File: src/rtl/line_fetch.sv
// Streams a burst of RAM words (base_addr, len) out on a valid/ready port.
// RAM read data bypasses a 2-entry FIFO, so the first word is valid 2 cycles after start.
module line_fetch #(
  parameter int DW = 8,
  parameter int AW = 9
) (
  input  logic          CLKA,
  input  logic          rstb,
  input  logic          start,
  input  logic [AW-1:0] base_addr,
  input  logic [AW:0]   len,
  output logic          busy,
  output logic          done,
  output logic          ram_ce,
  output logic          ram_wr,
  output logic [AW-1:0] ram_addr,
  input  logic [DW-1:0] ram_dout,
  output logic          m_valid,
  input  logic          m_ready,
  output logic [DW-1:0] m_data,
  output logic          m_last
);

  typedef enum logic [1:0] {IDLE, FETCH, DRAIN} state_t;

  localparam logic [AW:0]   LEN_ONE  = {{AW{1'b0}}, 1'b1};
  localparam logic [AW-1:0] ADDR_ONE = {{(AW-1){1'b0}}, 1'b1};

  state_t        state, state_nxt;
  logic [AW:0]   len_q, issued, accepted, issued_inc;
  logic [AW-1:0] addr_q;
  logic          in_flight;
  logic [1:0]    occ;
  logic [DW-1:0] mem [2];
  logic          wr_ptr, rd_ptr;
  logic          done_q;
  logic [2:0]    outstanding;
  logic          issue, pop, pop_fifo, push, last_word;

  assign issued_inc  = issued + LEN_ONE;
  assign outstanding = {1'b0, occ} + {2'b00, in_flight};
  assign last_word   = (accepted == len_q - LEN_ONE);

  // Words come from the FIFO head when it holds any, else straight from the RAM.
  assign m_valid  = (occ != 2'd0) || in_flight;
  assign m_data   = (occ != 2'd0) ? mem[rd_ptr] : (in_flight ? ram_dout : '0);
  assign m_last   = m_valid && last_word;
  assign pop      = m_valid && m_ready;
  assign pop_fifo = pop && (occ != 2'd0);
  assign push     = in_flight && !((occ == 2'd0) && m_ready);

  assign ram_wr   = 1'b0;
  assign ram_addr = addr_q;
  assign done     = done_q;

  always_ff @(posedge CLKA) begin
    if (rstb) state <= IDLE;
    else      state <= state_nxt;
  end

  always_comb begin
    state_nxt = state;
    case (state)
      IDLE:    if (start && (len != '0)) state_nxt = FETCH;
      FETCH:   if (issue && (issued_inc == len_q)) state_nxt = DRAIN;
      DRAIN:   if (pop && last_word) state_nxt = IDLE;
      default: state_nxt = IDLE;
    endcase
  end

  // A read is only issued when its word is guaranteed a FIFO slot.
  always_comb begin
    busy   = (state != IDLE);
    issue  = (state == FETCH) && (issued != len_q) && (outstanding < 3'd2);
    ram_ce = issue;
  end

  always_ff @(posedge CLKA) begin
    if (rstb) begin
      len_q     <= '0;
      issued    <= '0;
      accepted  <= '0;
      addr_q    <= '0;
      in_flight <= 1'b0;
      done_q    <= 1'b0;
    end else begin
      done_q    <= 1'b0;
      in_flight <= issue;
      if ((state == IDLE) && start) begin
        if (len == '0) begin
          done_q <= 1'b1;
        end else begin
          len_q    <= len;
          addr_q   <= base_addr;
          issued   <= '0;
          accepted <= '0;
        end
      end
      if (issue) begin
        addr_q <= addr_q + ADDR_ONE;
        issued <= issued_inc;
      end
      if (pop) accepted <= accepted + LEN_ONE;
      if ((state == DRAIN) && pop && last_word) done_q <= 1'b1;
    end
  end

  always_ff @(posedge CLKA) begin
    if (rstb) begin
      occ    <= 2'd0;
      wr_ptr <= 1'b0;
      rd_ptr <= 1'b0;
      for (int i = 0; i < 2; i++) mem[i] <= '0;
    end else begin
      if (push) begin
        mem[wr_ptr] <= ram_dout;
        wr_ptr      <= ~wr_ptr;
      end
      if (pop_fifo) rd_ptr <= ~rd_ptr;
      case ({push, pop_fifo})
        2'b10:   occ <= occ + 2'd1;
        2'b01:   occ <= occ - 2'd1;
        default: occ <= occ;
      endcase
    end
  end

endmodule

File: config.mk
export PLATFORM = sky130hd
export DESIGN_NAME = line_fetch
export DESIGN_NICKNAME = d
export VERILOG_FILES = /design/src/rtl/line_fetch.sv
export SDC_FILE = /design/constraint.sdc
export NUM_CORES = 1
export LEC_CHECK = 0
export ABC_AREA = 1
export BUFFER_PORTS_ARGS = -buffer_cell sky130_fd_sc_hd__buf_4
export CAP_MARGIN = 20
export CORE_MARGIN = 2
export CORE_UTILIZATION = 52
export DETAILED_ROUTE_END_ITERATION = 8
export GPL_ROUTABILITY_DRIVEN = 0
export GPL_TIMING_DRIVEN = 0
export PLACE_DENSITY = 0.8
export SYNTH_ARGS = -nofsm -noshare
export SYNTH_HDL_FRONTEND = slang
export SYNTH_SLANG_ARGS = --single-unit
File: constraint.sdc
create_clock -name CLKA -period 1.9 [get_ports CLKA]
set_clock_uncertainty 0.2 [all_clocks]
set_input_delay 0.095 -clock CLKA [delete_from_list [all_inputs] [get_ports CLKA]]
set_output_delay 0.095 -clock CLKA [all_outputs]
set_load 0.1 [all_outputs]
# ---- Word-level counts from Yosys, hierarchy flattened
# Memories as Yosys holds them, arrays and structs flattened. A register that Yosys moved wholly into a read port is not among the register bits.
# Cells that the tools add are included.
dict set report totals {
  latchBits 0
  mem_bits_rw 16
  input_bits 31
  elab_cells 90
  romBits 0
  memories 1
  reg_bits 47
}
# name depth word_bits rd rd_clocked_by_memory_dff wr line
set memory_table {}
lappend memory_table {mem 2 8 1 1 2 34} ;# logic [DW-1:0] mem [2];
dict set report op_classes {
  div 0
  shift 0
  n_eq_ne 12
  magnitude_cmp 1
  n_bitwise 3
  mux 27
  multipliers 0
  reduce_logical 29
  add_sub_neg 7
}
# cell count
set op_table {}
lappend op_table {{two-way mux 10 bit} 4}
lappend op_table {{two-way mux 9 bit} 3}
lappend op_table {{two-way mux 8 bit} 3}
lappend op_table {{adder 10 x 1 -> 10 bit, second input constant} 2}
lappend op_table {{equality test 10 bit} 2}
lappend op_table {{logical AND 1 bit} 13}
lappend op_table {{two-way mux 1 bit} 12}
lappend op_table {{zero test 10 bit} 1}
lappend op_table {{inequality test 10 bit} 1}
lappend op_table {{inequality test 2 bit, second input constant} 5}
lappend op_table {{nonzero test 10 bit} 1}
lappend op_table {{nonzero test 2 bit} 5}
lappend op_table {{subtractor 10 x 1 -> 10 bit, second input constant} 1}
lappend op_table {{adder 9 x 1 -> 9 bit, second input constant} 1}
lappend op_table {{OR reduction 8 bit} 1}
lappend op_table {{two-way mux 2 bit} 3}
lappend op_table {{one-hot mux 2 bit (3 select lines)} 1}
lappend op_table {{AND reduction 2 bit} 3}
lappend op_table {{equality test 2 x 1 -> 1 bit, second input constant} 2}
lappend op_table {{equality test 2 bit, second input constant} 2}
lappend op_table {{zero test 2 bit} 2}
lappend op_table {{one-hot mux 2 bit (2 select lines)} 1}
lappend op_table {{adder 2 x 1 -> 3 bit} 1}
lappend op_table {{less-than comparator 3 x 2 -> 1 bit, second input constant} 1}
lappend op_table {{6 further kinds} 8}

# ---- Logic depth before layout (Yosys ltp)
# Gate-level depths: netlist (run 1).
dict set report depth {
  word_depth 9
  ltp_mapped 14
  ltp_nobuf 13
}

# ---- Least setup slack after synthesis (run 1)
# No wires, ideal clock.
dict set report synth_path {
  path_kind {register to output}
  start {register in_flight}
  end {output m_last}
  path_slack_ns -1.461
  path_stages_with_launch 10
  arrival_ns 3.066
  cell_sequence {dfxtp_1 -> buf_2 -> inv_1 -> nand2_2 -> nand2_1 -> nor2_1 -> nand2_1 -> nor2_1 -> nand2_1 -> nor4_2}
}
dict set report synth_via {
  elab_chain_cells 2
}
# item line
set synth_lines {}
lappend synth_lines {{start: declaration} 32} ;# logic in_flight;
lappend synth_lines {{start signal: assignment} 88} ;# in_flight <= issue;
lappend synth_lines {{logical OR 1 bit} 45} ;# assign m_valid = (occ != 2'd0) || in_flight;
lappend synth_lines {{named net m_valid} 18} ;# output logic m_valid,
lappend synth_lines {{logical AND 1 bit} 47} ;# assign m_last = m_valid && last_word;
lappend synth_lines {{end: declaration} 21} ;# output logic m_last
# The timed path passes the listed nets, and every way through them passes these cells.

# ---- Final worst setup path (run 1)
dict set report layout_path {
  start {register len_q[1]}
  end {output m_last}
}
dict set report layout_via {
  elab_chain_cells 3
}
# item line
set layout_lines {}
lappend layout_lines {{start: declaration} 30} ;# logic [AW:0] len_q, issued, accepted, issued_inc;
lappend layout_lines {{start signal: assignment} 93} ;# len_q <= len;
lappend layout_lines {{subtractor 10 x 1 -> 10 bit} 42} ;# assign last_word = (accepted == len_q - LEN_ONE);
lappend layout_lines {{equality test 10 bit} 42}
lappend layout_lines {{logical AND 1 bit} 47}
# Every way passes these cells.

==> results of run 1 <==
## power breakdown
part           internal, mW  total [mW]  switching [mW]  leakage [nW]
logic                 0.550        1.48           0.929          1.77
clock network         0.617        1.24           0.624        0.0925
registers              1.46        1.55          0.0833         0.570
total                  2.63        4.27            1.64          2.43
## layout by cell type (no fill, tap or decap), drive strengths merged, types with 2 or more instances in the layout
cell           n
clkinv         2
ha             5
a21oi         39
nand2        164
clkbuf        17
mux2i          8
o21ai         35
clkinvlp       3
inv           62
nor2          71
nand4          6
a31oi          7
edfxtp        16
nand3         42
or2            3
a22oi          2
dfxtp         48
a211oi         2
dlygate4sd3   29
buf           82
xor2          10
nor3          11
xnor2          4
nand3b         5
## cell families (layout without fill, tap and decap cells)
logic type,count (synthesis),count (layout)
AO/OA/AOI/OAI,88,88
other,1,1
multiplexers,8,8
flip-flops,64,64
buffers and inverters,77,197
adder cells (fa/ha/maj),5,5
AND/OR/NAND/NOR,305,305
XOR/XNOR,15,15
## final timing paths
check	from	to	slack, ns	cells after the start
worst min register to register	rd_ptr$_SDFFE_PP0P_	register	0.28	1
worst min-delay path	len[4]	len_q[4]$_SDFFE_PP0P_	0.08	3
worst max register to register	len_q[1]$_SDFFE_PP0P_	state[1]$_SDFFE_PP0P_	-0.11	12
worst max-delay path	len_q[1]$_SDFFE_PP0P_	m_last	-0.43	9
## stage by stage
stage	worst slack [ns]	hold slack, ns
2_1_floorplan	-0.524	-0.00397
3_3_place_gp	-0.417	0.117
3_5_place_dp	-0.485	0.127
4_1_cts	-0.385	0.00128
5_1_grt	-0.595	0.0865
6_report	-0.430	0.0766
## synth_stat cells, drive strengths merged (2+ instances only)
library cell / count
a22oi: 2
nand3b: 5
nor2: 71
inv: 60
nand4: 6
edfxtp: 16
a21oi: 39
a31oi: 7
o21ai: 35
nor3: 11
or2: 3
nand3: 42
nand2: 164
buf: 8
ha: 5
xor2: 10
dfxtp: 48
a211oi: 2
mux2i: 8
xnor2: 4
clkbuf: 8
## critical path, cell delays in order (launching register included)
cell,delay (ns)
dfxtp_2,0.36
inv_2,0.06
ha_4,0.24
xnor2_2,0.13
nor2_1,0.13
nand2_1,0.09
nor2_2,0.14
nand2_2,0.10
nor4_4,0.18
buf_6,0.27
## repair_timing
action,CTS,global route
cloned,0,1
pin swaps,5,20
setup buffers,11,14
resized for setup,65,90
endpoints found under the setup margin,46,64
endpoints found under the hold margin,41,0
hold buffers,30,0
## sequential cells by signal, indices dropped and copies added (netlist names), named ones only
name       cells
in_flight      1
wr_ptr         1
mem           16
rd_ptr         1
done           1
ram_addr       9
issued        10
state          2
len_q         10
accepted      10
occ            2
## layer usage
layer,vias to the layer above,part of all wire,wire length (um)
met5,-,0,0
met4,0,0.065,907
met3,82,0.076,1070
met2,267,0.50,6990
met1,2100,0.36,5100
li1,2073,-,-
## cell type report
type | instances | area [um2]
flip-flops and latches | 64 | 1490
inverters | 61 | 254
fillers | 450 | 1450
clock inverters | 7 | 78.8
repair buffers | 107 | 1040
clock buffers | 9 | 124
well taps | 99 | 124
plain buffers | 13 | 116
multi-input cells | 422 | 2620
==> metrics.yaml, run 1 <==
drive_gt1_frac: 0.373
critPathKind: "register to output port"
core-area_um2: 7290
fin_util: 0.802
die_area_um2: 8320
relSlewSlack: 0.409
drc: 0
hpwl_mm: 7.96
grt_start_max_net_pins: 14
cts_max_path_buffers: 2
grt_util_all_layers: 0.290
grt-ovfl-total: 0
leakage_nw: 2.43
placed_cells_incl_taps: 714
initial_utilization: 0.543
fin_crit_ns: 2.33
final_cell_area_um2: 5850
avgSynthCellArea_um2: 7.03
gr-max-usage-layer: "met2"
ys_seq_area_frac: 0.364
insertion_delay_ns: 0.36
nets: 714
ys_ff_latch: 64
synth_ff_type: "dfxtp_1"
diodes: 0
viasPerCell: 5.78
violations: "negative setup slack"
synth_edf_count: 16
synth_top_family_by_area: "simple AND/OR/NAND/NOR gates"
synth_area_um2: 3960
yosys.area_share.xor_xnor: 0.0367
synthTopCellsByArea: "dfxtp_1, nand2_1, edfxtp_1"
drt_wl_total_mm: 14.1
cts_root_buf: "clkbuf_8"
netlist_instances: 563
fp.dieW_um: 91.2
grt_pass1_wl_mm: 18.9
cts_tree: "built"
grt_use_met2: 0.517
grt_pass1_vias: 3955
portBuffers: 52
p_per_area_nw_per_um2: 730
cts_inserted_buffers: 9
final_max_slew_viol_count: 0
rows: 31
setup_ws_ns: -0.430
setup_tns_ns: -1.25
period_share: 1.23
ant_nets: 0
crit_fanout: 3
ioPinCount: 54
first_pass_iters: 7
max_cap_violations: 0
antenna_found_initial: 0
required_ns: 1.60
worstHoldPathType: "input pin to register"
clkTransAtPathRegs_ns: 0.08
drt_iter0_drc: 351
synthSimpleGateAreaFrac: 0.344
synthAdderAreaFrac: 0.0158
tightest_slew_ns: 0.886
yosysWarnings: 0
wl_per_cell_um: 18.0
synth_top_cell_area_share: 0.243
p_total_mw: 4.27
cp-start-kind: "register"
setup_violations: 20
finalNonFillerCells: 782
syn_to_final_growth_pct: 47.8
synth_compound_area_frac: 0.132
synthMuxAreaShare: 0.0202
syn_nets: 599
post_dp_cell_area_um2: 4650
use_met3: 0.0465
hold_viol_final: 0
status: "finished, violations left"
met1_usage: 0.346
vias: 4522
htreeDepth: 3
ir_drop_mv: 0.539
clock-sinks: 64
fp.dieH_um: 91.2
max_freq_ghz: 0.429
grt_setup_unrepaired: "true"
synth_top_area_cell: "dfxtp_1"
ys_types: 45
cp-end-kind: "output port"
cp.arrival_ns: 2.04
postSynth.asyncResetShare: 0
Power figures use the tool's default switching activity.
==> run 2: changes to the inputs <==
--- a/config.mk
+++ b/config.mk
@@ -13,7 +13,9 @@
 export DETAILED_ROUTE_END_ITERATION = 8
 export GPL_ROUTABILITY_DRIVEN = 0
 export GPL_TIMING_DRIVEN = 0
+export MAX_ROUTING_LAYER = met4
 export PLACE_DENSITY = 0.8
+export SKIP_LAST_GASP = 1
 export SYNTH_ARGS = -nofsm -noshare
 export SYNTH_HDL_FRONTEND = slang
 export SYNTH_SLANG_ARGS = --single-unit
==> metrics.yaml, run 2 (same netlist as run 1, synthesis figures left out) <==
status: "finished, violations left"
violations: "negative setup slack"
required_ns: 1.60  # about the same
ioPinCount: 54  # unchanged
syn_to_final_growth_pct: 50.2
ir_drop_mv: 0.544  # +1.0%
cp.arrival_ns: 2.05  # about the same
finalNonFillerCells: 791  # +1.2%
portBuffers: 52  # unchanged
drt_iter0_drc: 505  # +44%
grt_start_max_net_pins: 14  # unchanged
viasPerCell: 5.88  # +1.6%
p_per_area_nw_per_um2: 728  # -0.24%
max_freq_ghz: 0.427  # -0.54%
p_switching_mw: 1.67  # +2.2%
crit_buf_inv: 2  # unchanged
critical_path.cell_chain: "inv_4, ha_4, nand2_4, nor2_4, or2_4, nand2_2, nand2_2, nor4_4, buf_6"
setup_ws_ns: -0.443  # -0.0126 ns
cp-start-kind: "register"
grt_pass1_vias: 3961  # +0.15%
met1_length_mm: 5.32  # +4.4%
vias: 4648  # +2.8%
combPwrFrac: 0.353  # +0.006
fin_hold_ws_ns: 0.0586  # -0.0181 ns
met2RoutedLength_mm: 7.07  # +1.2%
wl_met3_mm: 1.33  # +25%
worstHoldPathType: "input pin to register"
grt-ovfl-total: 0  # unchanged
htreeDepth: 3  # unchanged
grt_pass1_wl_mm: 18.8  # -0.44%
clkTransAtPathRegs_ns: 0.08  # about the same
nets: 723  # +1.3%
setup_tns_ns: -3.51  # -2.27 ns
switching_share: 0.386  # +0.00287
cts_tree: "built"
leakage_nw: 2.47  # +1.9%
antenna_found_initial: 0  # unchanged
fp.dieH_um: 91.2  # unchanged
setup_violations: 24  # +20%
topRoutingLayerUsed: "met4"
initial_utilization: 0.543  # unchanged
hold_viol_final: 0  # unchanged
insertion_delay_ns: 0.36  # about the same
top_register: "mem"
die_area_um2: 8320  # unchanged
final_max_slew_viol_count: 0  # unchanged
drive_gt1_frac: 0.380  # +0.00670
first_pass_iters: 5  # -2
layout_common_cells: "nand2_1, buf_4, nor2_1, inv_1, nand3_1"
largest_reg_flops: 16  # unchanged
clock-sinks: 64  # unchanged
critPathKind: "register to output port"
fp.dieW_um: 91.2  # unchanged
ant_nets: 0  # unchanged
crit_fanout: 4  # +1
cts_inserted_buffers: 9  # unchanged
p_total_mw: 4.33  # +1.4%
cpMaxStageDelayCell: "dfxtp_4"
cp_top_family: "simple AND/OR/NAND/NOR gates"
cp-end-kind: "output port"
clkPwrFrac: 0.288  # -0.003
tightest_slew_ns: 0.840  # -0.0457 ns
cts_root_buf: "clkbuf_8"
grt_util_all_layers: 0.296  # +0.00569
power_frac_seq: 0.358  # -0.004
rows: 31  # unchanged
cts_max_path_buffers: 2  # unchanged
cpMostUsedCell: "nand2_2"
core-area_um2: 7290  # unchanged
max_cap_violations: 0  # unchanged
fin_crit_ns: 2.34  # +0.0126 ns
wl_per_cell_um: 18.2  # +1.4%
hpwl_mm: 7.96  # unchanged
relSlewSlack: 0.440  # +0.0305
placed_cells_incl_taps: 714  # unchanged
drt_wl_total_mm: 14.4  # +2.6%
layout_commonest_cell: "nand2_1"
period_share: 1.23  # +0.00665
p_int_mw: 2.65  # +0.95%
worst_path_largest_cell_delay_ns: 0.38  # +0.02 ns
diodes: 0  # unchanged
drc: 0  # unchanged
grt_setup_unrepaired: "true"
-- run 2: final cells by class --
type | count | area, um2
Clock buffer | 9 | 124
Buffer | 13 | 114
Tap cell | 99 | 124
Fill cell | 414 | 1350
Clock inverter | 7 | 78.8
Timing Repair Buffer | 116 | 1120
Inverter | 61 | 256
Multi-Input combinational cell | 422 | 2630
Sequential cell | 64 | 1500
-- run 2: stage by stage --
stage          utilization  cell area, um2  setup slack (ns)
5_1_grt              0.815            5940            -0.519
3_5_place_dp         0.638            4650            -0.485
2_1_floorplan            -            4140            -0.524
4_1_cts              0.738            5380            -0.385
6_report             0.815            5940            -0.443
3_3_place_gp         0.638            4650            -0.417
-- run 2: worst paths after layout --
kind | end | slack, ns | cells after the start | from
max | m_last | -0.44 | 9 | len_q[1]$_SDFFE_PP0P_
min | len_q[4]$_SDFFE_PP0P_ | 0.06 | 3 | len[4]
max reg2reg | state[0]$_SDFFE_PP0P_ | -0.23 | 15 | len_q[0]$_SDFFE_PP0P_
min reg2reg | rd_ptr$_SDFFE_PP0P_ | 0.28 | 1 | rd_ptr$_SDFFE_PP0P_
-- run 2: metal layers --
layer  GRT usage  vias to the layer above
met5           -                        -
met4       0.129                        0
met3      0.0357                       87
met2       0.513                      315
met1       0.346                     2159
li1            -                     2087
-- run 2: what timing repair did --
| item | 4_1_cts | 5_1_grt |
|---|---|---|
| setup buffers | 11 | 22 |
| gates resized for setup | 56 | 103 |
| hold endpoints to repair | 41 | 0 |
| gates cloned | 0 | 2 |
| pin swaps | 5 | 26 |
| setup endpoints to repair | 46 | 64 |
| hold buffers | 30 | 0 |
-- run 2: worst min-delay path: stages --
cell and delay (ns):
dlymetal6s4s_1 0.24, o21ai_0 0.11, a21oi_1 0.13
-- run 2: power by group through the flow --
stage	logic, mW	registers (mW)	clock network [mW]
after floorplan	0.746	1.67	0
after global placement	1.09	1.56	0
after detailed placement	1.11	1.56	0
after CTS	1.26	1.54	1.22
after global routing	1.60	1.55	1.31
final	1.53	1.55	1.25
==> run 3: changes to the inputs <==
--- a/config.mk
+++ b/config.mk
@@ -13,7 +13,6 @@
 export DETAILED_ROUTE_END_ITERATION = 8
 export GPL_ROUTABILITY_DRIVEN = 0
 export GPL_TIMING_DRIVEN = 0
-export MAX_ROUTING_LAYER = met4
 export PLACE_DENSITY = 0.8
 export SKIP_LAST_GASP = 1
 export SYNTH_ARGS = -nofsm -noshare
==> metrics.yaml, run 3 (same netlist as run 1, synthesis figures left out) <==
status: "finished, violations left"
violations: "negative setup slack"
initial_utilization: 0.543  # unchanged
p_total_mw: 4.33  # about the same
insertion_delay_ns: 0.35  # about the same
min_from: "len[4]"
ioPinCount: 54  # unchanged
leakage_nw: 2.48  # about the same
critPathLaunch: "len_q[1]$_SDFFE_PP0P_"
setup_ws_ns: -0.439  # +0.00401 ns
fin_hold_ws_ns: 0.0663  # +0.00773 ns
hold_viol_final: 0  # unchanged
period_share: 1.23  # -0.00211
top_register: "mem"
required_ns: 1.60  # about the same
die_area_um2: 8320  # unchanged
htreeDepth: 3  # unchanged
syn_to_final_growth_pct: 50.3  # about the same
finalNonFillerCells: 791  # unchanged
ir_drop_mv: 0.544  # about the same
r2r_start: "len_q[0]$_SDFFE_PP0P_"
cp.arrival_ns: 2.04  # about the same
wl_per_cell_um: 18.7  # +2.4%
cp-end-kind: "output port"
grt_setup_unrepaired: "true"
regArea_um2: 1500  # unchanged
crit_fanout: 4  # unchanged
max_freq_ghz: 0.428  # +0.17%
relSlewSlack: 0.447  # +0.00712
drive_gt1_frac: 0.380  # unchanged
first_pass_iters: 5  # unchanged
drt_iter0_drc: 519  # +2.8%
critPathKind: "register to output port"
cts_inserted_buffers: 9  # unchanged
diodes: 0  # unchanged
rows: 31  # unchanged
fp.dieH_um: 91.2  # unchanged
drt_wl_total_mm: 14.8  # +2.4%
cpMaxStageDelayCell: "dfxtp_4"
max_cap_violations: 0  # unchanged
tightest_slew_ns: 0.830  # -0.0107 ns
fin_crit_ns: 2.34  # -0.00401 ns
fin_util: 0.816  # about the same
post_dp_cell_area_um2: 4650  # unchanged
placed_cells_incl_taps: 714  # unchanged
layout_commonest_cell: "nand2_1"
cts_root_buf: "clkbuf_8"
clkTransAtPathRegs_ns: 0.08  # about the same
largest_reg_flops: 16  # unchanged
cts_tree: "built"
fp.dieW_um: 91.2  # unchanged
drc: 0  # unchanged
final_max_slew_viol_count: 0  # unchanged
vias: 4729  # +1.7%
antenna_found_initial: 0  # unchanged
dp_slack_ns: -0.485  # unchanged
cts_max_path_buffers: 2  # unchanged
hpwl_mm: 7.96  # unchanged
nets: 723  # unchanged
cp-start-kind: "register"
ant_nets: 0  # unchanged
critical_path.cell_chain: "inv_4, ha_4, nand2_4, nor2_4, or2_4, nand2_2, nand2_2, nor4_4, buf_6"
grt_util_all_layers: 0.288  # -0.00795
final_cell_area_um2: 5950  # about the same
n_fill_cell: 423  # +2.2%
layout_common_cells: "nand2_1, buf_4, nor2_1, inv_1, nand3_1"
grt_pass1_wl_mm: 18.9  # +0.22%
grt_pass1_vias: 3965  # +0.10%
portBuffers: 52  # unchanged
grt-ovfl-total: 0  # unchanged
core-area_um2: 7290  # unchanged
clock-sinks: 64  # unchanged
worst_path_largest_cell_delay_ns: 0.38  # about the same
multiInputGateArea_um2: 2630  # unchanged
viasPerCell: 5.98  # +1.7%
setup_violations: 24  # unchanged
p_per_area_nw_per_um2: 727  # about the same
cpMostUsedCell: "nand2_2"
setup_tns_ns: -3.62  # -0.103 ns
grt_start_max_net_pins: 14  # unchanged
worstHoldPathType: "input pin to register"
## run 3: critical path: cells and delay by family, from the launching register on
family                   cells  cell delay (ns)
AND/OR/NAND/NOR              6             0.83
flip-flops                   1             0.38
buffers and inverters        2             0.31
adder cells (fa/ha/maj)      1             0.17
## run 3: where the power goes
| part | switching [mW] | internal (mW) |
|---|---|---|
| Clock | 0.626 | 0.617 |
| Combinational | 0.953 | 0.579 |
| Sequential | 0.0901 | 1.46 |
## run 3: routing by layer
layer | track usage | up-vias | share of wire
met3 | 0.0456 | 99 | 0.089
li1 | - | 2093 | -
met2 | 0.513 | 348 | 0.49
met4 | 0.114 | 0 | 0.058
met5 | 0 | - | 0
met1 | 0.346 | 2189 | 0.36
## run 3: what timing repair did
action                     in CTS  in global routing
setup buffers                  11                 22
hold endpoints to repair       41                  0
gates resized for setup        56                104
pin swaps                       5                 26
setup endpoints to repair      46                 64
hold buffers                   30                  0
gates cloned                    0                  2
## run 3: area by class of cell
class,instances,share of cell area
Multi-Input combinational cell,422,0.442
Sequential cell,64,0.252
Timing Repair Buffer,116,0.189
Inverter,61,0.0431
Clock buffer,9,0.0208
Tap cell,99,0.0208
Buffer,13,0.0191
Clock inverter,7,0.0133
## run 3: final timing paths
path / end / slack, ns / depth (start not counted)
worst max-delay path: m_last / -0.44 / 9
worst min-delay path: len_q[4]$_SDFFE_PP0P_ / 0.07 / 3
worst max register to register: state[0]$_SDFFE_PP0P_ / -0.20 / 15
worst min register to register: occ[1]$_SDFFE_PP0P_ / 0.30 / 1
